`config.mk`:
```
export PLATFORM = sky130hd
export DESIGN_NAME = tile_scan_ctrl_flat
export DESIGN_NICKNAME = d
export VERILOG_FILES = /design/src/rtl/tile_scan_if.sv /design/src/rtl/tile_scan_ctrl.sv /design/src/flat_wrapper.sv
export SDC_FILE = /design/constraint.sdc
export NUM_CORES = 1
export LEC_CHECK = 0
export ABC_AREA = 1
export CAP_MARGIN = 20
export CORE_MARGIN = 4
export CORE_UTILIZATION = 40
export CTS_BUF_LIST = sky130_fd_sc_hd__clkbuf_2 sky130_fd_sc_hd__clkbuf_4 sky130_fd_sc_hd__clkbuf_8
export CTS_CLUSTER_SIZE = 20
export DETAILED_ROUTE_END_ITERATION = 10
export PLACE_DENSITY = 0.78
export SYNTH_ARGS = -nofsm -noshare
export SYNTH_HDL_FRONTEND = slang
export SYNTH_SLANG_ARGS = --single-unit
```
`constraint.sdc`:
```
create_clock -name clk -period 1.8 [get_ports clk]
set_input_delay 0.18 -clock clk [delete_from_list [all_inputs] [get_ports clk]]
set_output_delay 0.18 -clock clk [all_outputs]
set_load 0.05 [all_outputs]
```
`src/rtl/tile_scan_if.sv`:
```
// tile_scan_if: handshake and address bus between the tile scan controller and an image engine
interface tile_scan_if #(
  parameter int AW = 6,
  parameter int KW = 4,
  parameter int TW = 8
);
  logic          start;
  logic          wb_en;
  logic          eng_done;
  logic [AW-1:0] row;
  logic [AW-1:0] col;
  logic          ld_en;
  logic [KW-1:0] ld_idx;
  logic          eng_start;
  logic          out_we;
  logic [KW-1:0] wb_idx;
  logic [TW-1:0] tile_idx;
  logic          busy;
  logic          done;
  modport master (
    input  start, wb_en, eng_done,
    output row, col, ld_en, ld_idx, eng_start, out_we, wb_idx, tile_idx, busy, done
  );
  modport slave (
    output start, wb_en, eng_done,
    input  row, col, ld_en, ld_idx, eng_start, out_we, wb_idx, tile_idx, busy, done
  );
endinterface

```
`src/rtl/tile_scan_ctrl.sv`:
```
// tile_scan_ctrl: raster tile walker driving load, engine handoff and write-back of each tile
module tile_scan_ctrl #(
  parameter int IMG_DIM = 64,
  parameter int TILE    = 4,
  parameter int AW      = 6,
  parameter int KW      = 4,
  parameter int TW      = 8
) (
  input logic         clk,
  input logic         rst_n,
  tile_scan_if.master bus
);
  localparam int TB = $clog2(IMG_DIM / TILE);
  localparam int LT = $clog2(TILE);
  typedef enum logic [2:0] {IDLE, LOAD, START, WAIT, WRITE, NEXT, DONE} state_t;
  state_t        state, state_n;
  logic [KW-1:0] k, k_n;
  logic [TW-1:0] tile, tile_n;
  logic          wb, wb_n;
  logic          act;
  always_ff @(posedge clk) begin
    if (!rst_n) begin
      state <= IDLE;
      k     <= '0;
      tile  <= '0;
      wb    <= 1'b0;
    end else begin
      state <= state_n;
      k     <= k_n;
      tile  <= tile_n;
      wb    <= wb_n;
    end
  end
  always_comb begin
    state_n = state;
    k_n     = k;
    tile_n  = tile;
    wb_n    = wb;
    case (state)
      IDLE, DONE: if (bus.start) begin
        wb_n    = bus.wb_en;
        tile_n  = '0;
        k_n     = '0;
        state_n = LOAD;
      end
      LOAD:    if (&k) state_n = START; else k_n = k + 1'b1;
      START:   state_n = WAIT;
      WAIT:    if (bus.eng_done) begin
        state_n = wb ? WRITE : NEXT;
        k_n     = wb ? '0 : k;
      end
      WRITE:   if (&k) state_n = NEXT; else k_n = k + 1'b1;
      NEXT: begin
        state_n = &tile ? DONE : LOAD;
        tile_n  = &tile ? tile : tile + 1'b1;
        k_n     = '0;
      end
      default: state_n = IDLE;
    endcase
  end
  // k stays at its last value through START/WAIT/NEXT, so the address holds there
  assign act           = !(state inside {IDLE, DONE});
  assign bus.row       = act ? AW'({tile[TW-1:TB], k[KW-1:LT]}) : '0;
  assign bus.col       = act ? AW'({tile[TB-1:0], k[LT-1:0]}) : '0;
  assign bus.ld_en     = state == LOAD;
  assign bus.ld_idx    = state == LOAD ? k : '0;
  assign bus.eng_start = state == START;
  assign bus.out_we    = state == WRITE;
  assign bus.wb_idx    = state == WRITE ? k : '0;
  assign bus.tile_idx  = tile;
  assign bus.busy      = act;
  assign bus.done      = state == DONE;
endmodule

```
`src/flat_wrapper.sv`:
```
// flat-port wrapper written by rule: the top's interface ports become plain ports
module tile_scan_ctrl_flat 
#(
  parameter int IMG_DIM = 64,
  parameter int TILE    = 4,
  parameter int AW      = 6,
  parameter int KW      = 4,
  parameter int TW      = 8
)
  (clk, rst_n, bus_start, bus_wb_en, bus_eng_done, bus_row, bus_col, bus_ld_en, bus_ld_idx, bus_eng_start, bus_out_we, bus_wb_idx, bus_tile_idx, bus_busy, bus_done);
  tile_scan_if #(.AW(AW), .KW(KW), .TW(TW)) bus_i ();
  input logic clk;
  input logic rst_n;
  input wire logic [$bits(bus_i.start)-1:0] bus_start;
  input wire logic [$bits(bus_i.wb_en)-1:0] bus_wb_en;
  input wire logic [$bits(bus_i.eng_done)-1:0] bus_eng_done;
  output wire logic [$bits(bus_i.row)-1:0] bus_row;
  output wire logic [$bits(bus_i.col)-1:0] bus_col;
  output wire logic [$bits(bus_i.ld_en)-1:0] bus_ld_en;
  output wire logic [$bits(bus_i.ld_idx)-1:0] bus_ld_idx;
  output wire logic [$bits(bus_i.eng_start)-1:0] bus_eng_start;
  output wire logic [$bits(bus_i.out_we)-1:0] bus_out_we;
  output wire logic [$bits(bus_i.wb_idx)-1:0] bus_wb_idx;
  output wire logic [$bits(bus_i.tile_idx)-1:0] bus_tile_idx;
  output wire logic [$bits(bus_i.busy)-1:0] bus_busy;
  output wire logic [$bits(bus_i.done)-1:0] bus_done;
  assign bus_i.start = bus_start;
  assign bus_i.wb_en = bus_wb_en;
  assign bus_i.eng_done = bus_eng_done;
  assign bus_row = bus_i.row;
  assign bus_col = bus_i.col;
  assign bus_ld_en = bus_i.ld_en;
  assign bus_ld_idx = bus_i.ld_idx;
  assign bus_eng_start = bus_i.eng_start;
  assign bus_out_we = bus_i.out_we;
  assign bus_wb_idx = bus_i.wb_idx;
  assign bus_tile_idx = bus_i.tile_idx;
  assign bus_busy = bus_i.busy;
  assign bus_done = bus_i.done;
  tile_scan_ctrl #(.IMG_DIM(IMG_DIM), .TILE(TILE), .AW(AW), .KW(KW), .TW(TW)) u_core (.clk(clk), .rst_n(rst_n), .bus(bus_i));
endmodule
```
==> results of run 1 <==
## stage by stage
| step | cell area (um^2) | util, % | instances | hold WS, ns | worst slack, ns |
|---|---|---|---|---|---|
| global route | 1740 | 63.6 | 268 | 0.492 | 0.0106 |
| floorplan | 1140 | - | 193 | 0.300 | 0.0259 |
| global placement | 1670 | 61.0 | 264 | 0.440 | 0.200 |
| CTS | 1710 | 62.6 | 268 | 0.459 | 0.00332 |
| finish | 1740 | 63.6 | 268 | 0.455 | 0.0879 |
| detailed placement | 1670 | 61.0 | 264 | 0.444 | 0.143 |
## what timing repair did
item,4_1_cts,5_1_grt
hold buffers,0,0
setup endpoints to repair,13,14
resized for setup,3,9
hold endpoints to repair,0,0
## kinds of logic after synthesis
family / synth area share, %
and+or+nand+nor: 47.8
buffers and inverters: 11.4
AOI/OAI and AO/OA: 8.32
DFF: 28.0
xor gates and xnor gates: 2.30
adders and majority gates: 2.19
## synthesized netlist by cell type, types with 3 or more instances
cell                      instances  area [um^2]
sky130_fd_sc_hd__inv_1           26         97.6
sky130_fd_sc_hd__dfxtp_1         16          320
sky130_fd_sc_hd__nand2_2          3         18.8
sky130_fd_sc_hd__nand3_2          3         30.0
sky130_fd_sc_hd__xor2_1           3         26.3
sky130_fd_sc_hd__nor2_1          29          109
sky130_fd_sc_hd__a21oi_1         14         70.1
sky130_fd_sc_hd__nand3_1         13         65.1
sky130_fd_sc_hd__inv_2            5         18.8
sky130_fd_sc_hd__nand2_1         60          225
## worst paths after layout
path	from	to	cells past startpoint
worst max-delay path	u_core.bus.tile_idx[7]	bus_tile_idx[7]	1
worst min-delay path	u_core.wb	u_core.wb	2
worst max register to register	u_core.bus.tile_idx[1]	u_core.bus.tile_idx[1]	9
worst min register to register	u_core.wb	u_core.wb	2
## power breakdown
| part | internal [mW] | total [mW] | switching (mW) |
|---|---|---|---|
| Clock | 0.124 | 0.253 | 0.129 |
| Combinational | 0.504 | 1.45 | 0.947 |
| Sequential | 0.427 | 0.518 | 0.0912 |
| Total | 1.05 | 2.22 | 1.17 |
## sequential cells by signal, summed over array words and instances (netlist names)
signal / flops
u_core.wb: 1
u_core.bus.tile_idx: 8
u_core.k: 4
u_core.state: 3
## cell usage in the layout, fill, tap and decap left out, types with 5 or more instances in the layout
master,Yosys,final
sky130_fd_sc_hd__inv_1,26,26
sky130_fd_sc_hd__a21oi_1,14,14
sky130_fd_sc_hd__nor2_1,29,29
sky130_fd_sc_hd__buf_4,0,20
sky130_fd_sc_hd__clkdlybuf4s50_1,0,5
sky130_fd_sc_hd__nand3_1,13,12
sky130_fd_sc_hd__buf_12,0,12
sky130_fd_sc_hd__nand2_1,60,59
sky130_fd_sc_hd__dlymetal6s2s_1,0,6
sky130_fd_sc_hd__dfxtp_1,16,14
sky130_fd_sc_hd__inv_2,5,5
## layer usage
layer | routed length [um] | track usage (%) | vias to the layer above | part of all wire [%]
met2 | 1430 | 30.7 | 41 | 49
met1 | 1220 | 19.8 | 568 | 42
met4 | 56 | 8.48 | 0 | 1.9
met5 | 0 | 0 | - | 0
met3 | 230 | 4.19 | 5 | 7.8
li1 | - | - | 685 | -
## cell type report
cell class                 count  area, um^2
sequential                    16         325
inverter                      31         116
multi-input combinational    143         707
timing repair buffer          43         515
clock buffer                   4        36.3
fill                         259         995
tap                           31        38.8
==> run_results.csv, run 1 <==
group,metric,value,unit
run_status,status,"completed",
hold_path,worst_hold_path_type,"flop to flop",
routing,drt_wl_total,2.94,mm
worst_setup_path,max_fanout_on_critical_path,5,
clock_network,tritoncts_clock_tree,"built",
worst_setup_path,critical_path_arrival,1.53,ns
die,core.rowCount,19,
worst_setup_path,critical_path_required,1.62,ns
power_and_ir_drop,vdd.ir_drop.worst,0.964,mV
synthesis,yosysWarnings,0,
placed_design,dp.final_hpwl,2.31,mm
synthesis,synthArstFlopShare,0,%
worst_setup_path,crit_path_cell_trace,"clkdlybuf4s50_1",
clock_network,clkSlewWorstSetupHoldPaths,0.10,ns
die,die-width,61.4,um
routing,post_drt_via_cell_ratio,4.85,
synthesis,synth_enable_flop_cells,0,
grt,grt_pass1_vias,1186,
clock_network,max-clock-path-buffers,2,
placed_design,numPortBuffers,37,
synthesis,synth.distinct_cells,24,
die,floorplan.core_area,2730,um^2
synthesis,synth_area_per_cell,5.92,um^2
die,fp.dieArea,3770,um^2
routing,detailedRoute.firstPassIterationCount,4,
grt,grt_antenna_before_repair,0,
timing,hold_viol,0,
routing,post-route-drc-count,0,
finish,final_net_count,245,
timing,rsz0062_at_grt,"no",
power_and_ir_drop,power.total,2.22,mW
worst_setup_path,max_stage_delay,0.82,ns
timing,worst_pin_slew,0.506,ns
die,io_pins,38,
power_and_ir_drop,total_leakage_power,0.965,nW
routing,detail_route.wl_per_cell,11.0,um
timing,fin_crit,1.71,ns
routing,postRouteAntennaNets,0,
timing,final-max-slew-violation-count,0,
worst_setup_path,worstSetupPathType,"flop to output port",
run,cap_violations,0,
synthesis,synth_seq_cells,16,
die,initial_core_util,41.8,%
finish,antenna_cells_inserted,0,
timing,final-setup-viol-count,0,
timing,setup_total_negative_slack,0,ns
worst_setup_path,r2r_setup_slack,0.28,ns
worst_setup_path,critical-path-slowest-cell,"sky130_fd_sc_hd__clkdlybuf4s50_1",
worst_setup_path,worstSetupEndpointType,"output port",
routing,route.vias.total,1299,
clock_network,cts_made_buffers,3,
finish,drive_above_1_share,24.1,%
worst_setup_path,setup.worst_path.start_class,"flop",
finish,syn2layout_area_growth,52.2,%
worst_setup_path,critical-path-top-delay-family,"buffers and inverters",
grt,grt_overflow,0,
clock_network,clock-root-buffer,"sky130_fd_sc_hd__clkbuf_4",
grt,globalRouteTotalUtil,17.5,%
clock_network,cts_htree_levels,1,
routing,drt_iter0_markers,44,
timing,clock_skew,0.000546,ns
power_and_ir_drop,p_per_area,1280,nW/um^2
grt,pin_count_of_the_biggest_net_entering_global_routing,13,
synthesis,netlist_instances,193,
synthesis,synth_top_flop_cell,"sky130_fd_sc_hd__dfxtp_1",
timing,slew-limit-headroom,66.2,%
timing,fmaxAchievable,584,MHz
die,die_height,61.4,um
grt,grt_pass1_wl,4.93,mm
timing,layout_worst_path_cycle_share,95.1,%
placed_design,place.gp.congestion,0.809,
synthesis,netlist_area,1140,um^2
clock_network,clock_sinks,16,
clock_network,clock_insertion_delay_worst_skew,0.30,ns
synthesis,seq_area_frac_synth,28.0,%
worst_setup_path,path_buf_inv,1,
synthesis,synth_fp_nets,200,
clock_network,cts.repair_timing.setup_buffer_count,0,
Note: power is estimated with default switching activity, not from simulation.
==> inputs of run 2 (changes only) <==
--- a/config.mk
+++ b/config.mk
@@ -7,5 +7,4 @@
 export LEC_CHECK = 0
 export ABC_AREA = 1
-export CAP_MARGIN = 20
 export CORE_MARGIN = 4
 export CORE_UTILIZATION = 40
==> constraint.sdc (replaced) <==
create_clock -name clk -period 1.8 [get_ports clk]
set_input_delay 0.18 -clock clk [delete_from_list [all_inputs] [get_ports clk]]
set_output_delay 0.18 -clock clk [all_outputs]
set_load 0.1 [all_outputs]
==> run 2 against run 1 <==
  * Largest power group unchanged
  * Non-clock buffer count fell by 4
  * Maximum frequency rose by 1.8%
  * Final cell count fell by 1.9%
  * Critical path type unchanged
  * Power rose by 18%
  * Global-route usage fell by 0.28 points
  * Register-to-register slack got worse by 0.02 ns
  * Critical path depth rose by 6
  * Die area did not move
==> run_results.csv, run 2 (same netlist as run 1, synthesis figures left out) <==
group,metric,value,unit
run_status,status,"completed",
finish,layout_common_cells,"sky130_fd_sc_hd__nand2_1 (59), sky130_fd_sc_hd__nor2_1 (28), sky130_fd_sc_hd__buf_12 (25)",
routing,detail_route.wl_per_cell,11.1,um
die,initial_core_util,41.8,%
finish,final_net_count,241,
finish,nFillCells,225,
hold_path,worst_hold_path_type,"flop to flop",
clock_network,clkSlewWorstSetupHoldPaths,0.09,ns
worst_setup_path,critical_path_arrival,1.50,ns
die,die_height,61.4,um
grt,global_route.usage.met3,4.40,%
clock_network,clock-root-buffer,"sky130_fd_sc_hd__clkbuf_4",
worst_setup_path,worstSetupPathType,"flop to output port",
worst_setup_path,max_fanout_on_critical_path,14,
finish,largest_register_ff_count,8,
timing,final_worst_setup_slack,0.118,ns
grt,grt_pass1_wl,4.92,mm
finish,syn2layout_area_growth,64.3,%
timing,layout_worst_path_cycle_share,93.4,%
timing,fmaxAchievable,595,MHz
timing,hold_viol,0,
routing,postRouteAntennaNets,0,
clock_network,cts_made_buffers,3,
die,floorplan.core_area,2730,um^2
timing,final-max-slew-violation-count,0,
run,cap_violations,0,
grt,grt-busiest-layer,"met2",
die,die-width,61.4,um
timing,worst_pin_slew,0.402,ns
timing,clock_skew,0.00109,ns
routing,post_drt_via_cell_ratio,4.90,
grt,pin_count_of_the_biggest_net_entering_global_routing,15,
die,core.rowCount,19,
finish,multi_input_comb_area,707,um^2
power_and_ir_drop,total_leakage_power,0.790,nW
clock_network,tritoncts_clock_tree,"built",
timing,fin_crit,1.68,ns
worst_setup_path,path_buf_inv,4,
grt,grt_pass1_vias,1176,
clock_network,max-clock-path-buffers,2,
routing,detailedRoute.firstPassIterationCount,4,
die,fp.dieArea,3770,um^2
power_and_ir_drop,vdd.ir_drop.worst,1.56,mV
placed_design,dp.final_hpwl,2.30,mm
worst_setup_path,critical_path_required,1.62,ns
routing,post-route-drc-count,0,
worst_setup_path,critical-path-slowest-cell,"sky130_fd_sc_hd__dfxtp_4",
clock_network,cts_htree_levels,1,
grt,grt_overflow,0,
routing,drt_iter0_markers,48,
worst_setup_path,critical-path-top-delay-family,"buffers and inverters",
finish,regArea,339,um^2
power_and_ir_drop,p_per_area,1390,nW/um^2
power_and_ir_drop,power.total,2.61,mW
placed_design,placement.setup.worst_slack,0.205,ns
worst_setup_path,worstSetupEndpointType,"output port",
grt,globalRouteMet2Util,29.3,%
grt,gr-usage-met1,21.4,%
grt,grt_antenna_before_repair,0,
timing,slew-limit-headroom,73.2,%
worst_setup_path,setup.worst_path.start_class,"flop",
finish,commonest_non_fill_non_tap_cell_in_the_layout,"sky130_fd_sc_hd__nand2_1",
routing,drt_wl_total,2.92,mm
clock_network,clock_insertion_delay_worst_skew,0.28,ns
routing,route.vias.total,1288,
worst_setup_path,crit_path_cell_trace,"inv_2 > nand2_2 > nand3_1 > buf_6 > nand2_1 > clkinvlp_4 > buf_12",
worst_setup_path,max_stage_delay,0.40,ns
placed_design,numPortBuffers,37,
clock_network,clock_sinks,16,
grt,globalRouteTotalUtil,17.2,%
placed_design,place.gp.congestion,0.786,
finish,drive_above_1_share,33.6,%
finish,antenna_cells_inserted,0,
timing,final-setup-viol-count,0,
die,io_pins,38,
run 2: changes by cell type in the layout (fill, tap and decap cells not counted), sizes merged:
cell | previous run | this run
buf | 32 | 35
clkbuf | 4 | 3
clkdlybuf4s50 | 5 | 4
clkinvlp | 0 | 9
dlymetal6s2s | 6 | 0
inv | 31 | 22
run 2: worst min-delay path, cell delays in order (launching register included):
cell	delay, ns
sky130_fd_sc_hd__dfxtp_1	0.32
sky130_fd_sc_hd__inv_1	0.05
sky130_fd_sc_hd__a21oi_1	0.05
run 2: final timing paths:
check / start / slack, ns / end / cells after the start
worst max-delay path: u_core.state[2] / 0.12 / bus_row[1] / 7
worst min register to register: u_core.wb / 0.46 / u_core.wb / 2
worst min-delay path: u_core.wb / 0.46 / u_core.wb / 2
worst max register to register: u_core.bus.tile_idx[0] / 0.26 / u_core.bus.tile_idx[1] / 9
run 2: metal layers:
layer  up-vias  wire length (um)
li1        677                 -
met1       569              1290
met2        38              1410
met3         4               194
met4         0                29
met5         -                 0
run 2: stage by stage:
step | util, % | TNS [ns] | cells | hold slack, ns | cell area, um^2
2_1_floorplan | - | -2.31 | 193 | 0.300 | 1200
3_3_place_gp | 66.8 | 0 | 259 | 0.442 | 1830
3_5_place_dp | 66.8 | 0 | 259 | 0.447 | 1830
4_1_cts | 67.7 | 0 | 262 | 0.461 | 1850
5_1_grt | 68.6 | -0.0321 | 263 | 0.484 | 1880
6_report | 68.6 | 0 | 263 | 0.459 | 1880
run 2: final cells by class:
type,instances,area share (%)
Multi-Input combinational cell,143,37.7
Timing Repair Buffer,39,33.0
Sequential cell,16,18.1
Inverter,31,8.00
Tap cell,31,2.07
Clock buffer,3,1.20
run 2: where the power goes:
| part | total [mW] | internal (mW) | switching [mW] |
|---|---|---|---|
| sequential | 0.539 | 0.436 | 0.103 |
| clock | 0.188 | 0.0777 | 0.110 |
| combinational | 1.89 | 0.582 | 1.30 |
run 2: timing repair:
action                                  4_1_cts  5_1_grt
endpoints found under the setup margin        9       12
cloned                                        0        0
resized for setup                             2        6
endpoints found under the hold margin         0        0
setup buffers                                 0        1
hold buffers                                  0        0
==> inputs of run 3 (changes only) <==
CAP_MARGIN = 20   (was unset)
CORE_MARGIN = 8   (was 4)
==> run 3 against run 2 <==
  * Sequential cell count did not move
  * Global-route usage is 4.6 points lower
  * Sequential power hardly changed
  * Final area down 0.80%
  * Register-to-register slack barely moved
  * Via count increased by 0.39%
  * Power fell by 0.52%
  * Largest power group unchanged
  * Final cell count decreased by 0.38%
  * Routed wire length increased by 5.9%
  * Sequential share of layout area up 0.15 points
  * Clock skew increased by 0.0040 ns
==> run_results.csv, run 3 (same netlist as run 1, synthesis figures left out) <==
group,metric,value,unit
routing,post-route-drc-count,0,
die,initial_core_util,41.8,%
finish,drive_above_1_share,32.9,%
finish,finish.utilization,68.1,%
finish,antenna_cells_inserted,0,
clock_network,clock_insertion_delay_worst_skew,0.28,ns
timing,rsz0062_at_grt,"no",
die,die_height,69.4,um
die,die-width,69.4,um
worst_setup_path,critical_path_arrival,1.53,ns
die,core.rowCount,19,
worst_setup_path,crit_cells,7,
power_and_ir_drop,power.total,2.60,mW
worst_setup_path,crit_path_end,"bus_row[4]",
power_and_ir_drop,p_per_area,1400,nW/um^2
placed_design,dp.final_hpwl,2.49,mm
clock_network,clock-root-buffer,"sky130_fd_sc_hd__clkbuf_4",
worst_setup_path,regToRegStartpoint,"u_core.bus.tile_idx[0]",
power_and_ir_drop,total_leakage_power,0.782,nW
worst_setup_path,r2r.worst_path.cells,8,
worst_setup_path,max_stage_delay,0.40,ns
worst_setup_path,setup.worst_path.start,"u_core.state[2]",
grt,grt_pass1_wl,5.30,mm
routing,drt_iter0_markers,85,
worst_setup_path,worstSetupEndpointType,"output port",
worst_setup_path,setup.worst_path.start_class,"flop",
worst_setup_path,max_fanout_on_critical_path,14,
finish,largest_register_ff_count,8,
worst_setup_path,critical-path-slowest-cell,"sky130_fd_sc_hd__dfxtp_4",
timing,final-setup-viol-count,0,
worst_setup_path,path_buf_inv,4,
finish,nFillCells,246,
hold_path,worst_hold_path_type,"flop to flop",
routing,detailedRoute.firstPassIterationCount,4,
worst_setup_path,worst_path_most_repeated_cell,"sky130_fd_sc_hd__nand2_1",
worst_setup_path,r2r_setup_slack,0.26,ns
finish,syn2layout_area_growth,63.0,%
clock_network,clock_sinks,16,
timing,clock_skew,0.00510,ns
timing,worst_pin_slew,0.385,ns
finish,commonest_non_fill_non_tap_cell_in_the_layout,"sky130_fd_sc_hd__nand2_1",
timing,slew-limit-headroom,74.3,%
routing,detail_route.wl_per_cell,11.8,um
worst_setup_path,worstSetupPathType,"flop to output port",
grt,grt_overflow,0,
finish,final_net_count,240,
timing,final-max-slew-violation-count,0,
power_and_ir_drop,vdd.ir_drop.worst,1.56,mV
run_status,status,"completed",
die,io_pins,38,
timing,fmaxAchievable,586,MHz
grt,pin_count_of_the_biggest_net_entering_global_routing,15,
timing,fin_crit,1.71,ns
routing,drt_wl_total,3.09,mm
finish,layout_common_cells,"sky130_fd_sc_hd__nand2_1 (60), sky130_fd_sc_hd__nor2_1 (28), sky130_fd_sc_hd__buf_12 (25)",
clock_network,cts_made_buffers,3,
grt,grt_pass1_vias,1201,
clock_network,max-clock-path-buffers,2,
clock_network,tritoncts_clock_tree,"built",
timing,hold_viol,0,
run,cap_violations,0,
routing,route.vias.total,1293,
die,fp.dieArea,4820,um^2
clock_network,cts.repair_timing.setup_buffer_count,0,
grt,globalRouteTotalUtil,12.6,%
clock_network,clkSlewWorstSetupHoldPaths,0.09,ns
worst_setup_path,reg2reg_to,"u_core.bus.tile_idx[5]",
worst_setup_path,critical-path-top-delay-family,"buffers and inverters",
timing,layout_worst_path_cycle_share,94.9,%
die,floorplan.core_area,2730,um^2
worst_setup_path,crit_path_cell_trace,"inv_2 > nand2_1 > nand3_1 > buf_6 > nand2_1 > clkinvlp_4 > buf_12",
grt,grt_antenna_before_repair,0,
routing,post_drt_via_cell_ratio,4.94,
routing,postRouteAntennaNets,0,
placed_design,numPortBuffers,37,
worst_setup_path,critical_path_required,1.62,ns
clock_network,cts_htree_levels,1,
placed_design,place.gp.congestion,0.927,
==> run 3: timing repair <==
action / 4_1_cts / 5_1_grt
gates resized for setup: 2 / 4
setup endpoints to repair: 9 / 12
gates cloned: 0 / 0
pin swaps: 0 / 0
hold buffers: 0 / 0
==> run 3: worst min path at each step <==
stage / endpoint / slack (ns) / depth (start not counted) / from
2_1_floorplan: u_core.k[0] / 0.30 / 2 / rst_n
3_3_place_gp: u_core.wb / 0.44 / 2 / u_core.wb
3_5_place_dp: u_core.wb / 0.44 / 2 / u_core.wb
4_1_cts: u_core.wb / 0.46 / 2 / u_core.wb
5_1_grt: u_core.wb / 0.50 / 2 / u_core.wb
6_report: u_core.wb / 0.45 / 2 / u_core.wb
==> run 3: layer usage <==
metal | vias up | share of wire (%) | GRT usage, %
met3 | 2 | 7.8 | 4.72
met5 | - | 0 | 0
met1 | 575 | 45 | 14.1
li1 | 677 | - | -
met2 | 39 | 47 | 21.8
met4 | 0 | 0.39 | 3.42
==> run 3: final cells by class <==
cell class	instances	area (um^2)	share of cell area (%)
repair buffers	38	612	32.9
flip-flops and latches	16	339	18.2
well taps	31	38.8	2.08
clock buffers	3	22.5	1.21
multi-input cells	143	699	37.6
inverters	31	150	8.06
==> run 3: power by group <==
| part | switching (mW) | internal [mW] | leakage [nW] |
|---|---|---|---|
| registers | 0.102 | 0.436 | 0.136 |
| clock network | 0.110 | 0.0776 | 0.0138 |
| logic | 1.30 | 0.577 | 0.632 |
| total | 1.51 | 1.09 | 0.782 |
==> run 3: worst register-to-register path, delay by kind of cell, from the launching register on <==
family	cells	cell delay [ns]
buf+inv	1	0.08
flops	1	0.38
fa+ha+maj	1	0.20
simple gates	5	0.69
compound gates	1	0.06
==> run 3: stage by stage <==
stage,hold slack (ns),TNS (ns),instance area [um^2],setup slack (ns),cells
after detailed placement,0.443,0,1830,0.207,259
after global placement,0.441,0,1830,0.259,259
after global routing,0.501,0,1860,0.00269,262
after floorplan,0.300,-2.31,1200,-0.325,193
after CTS,0.458,0,1850,0.00298,262
final,0.451,0,1860,0.0922,262
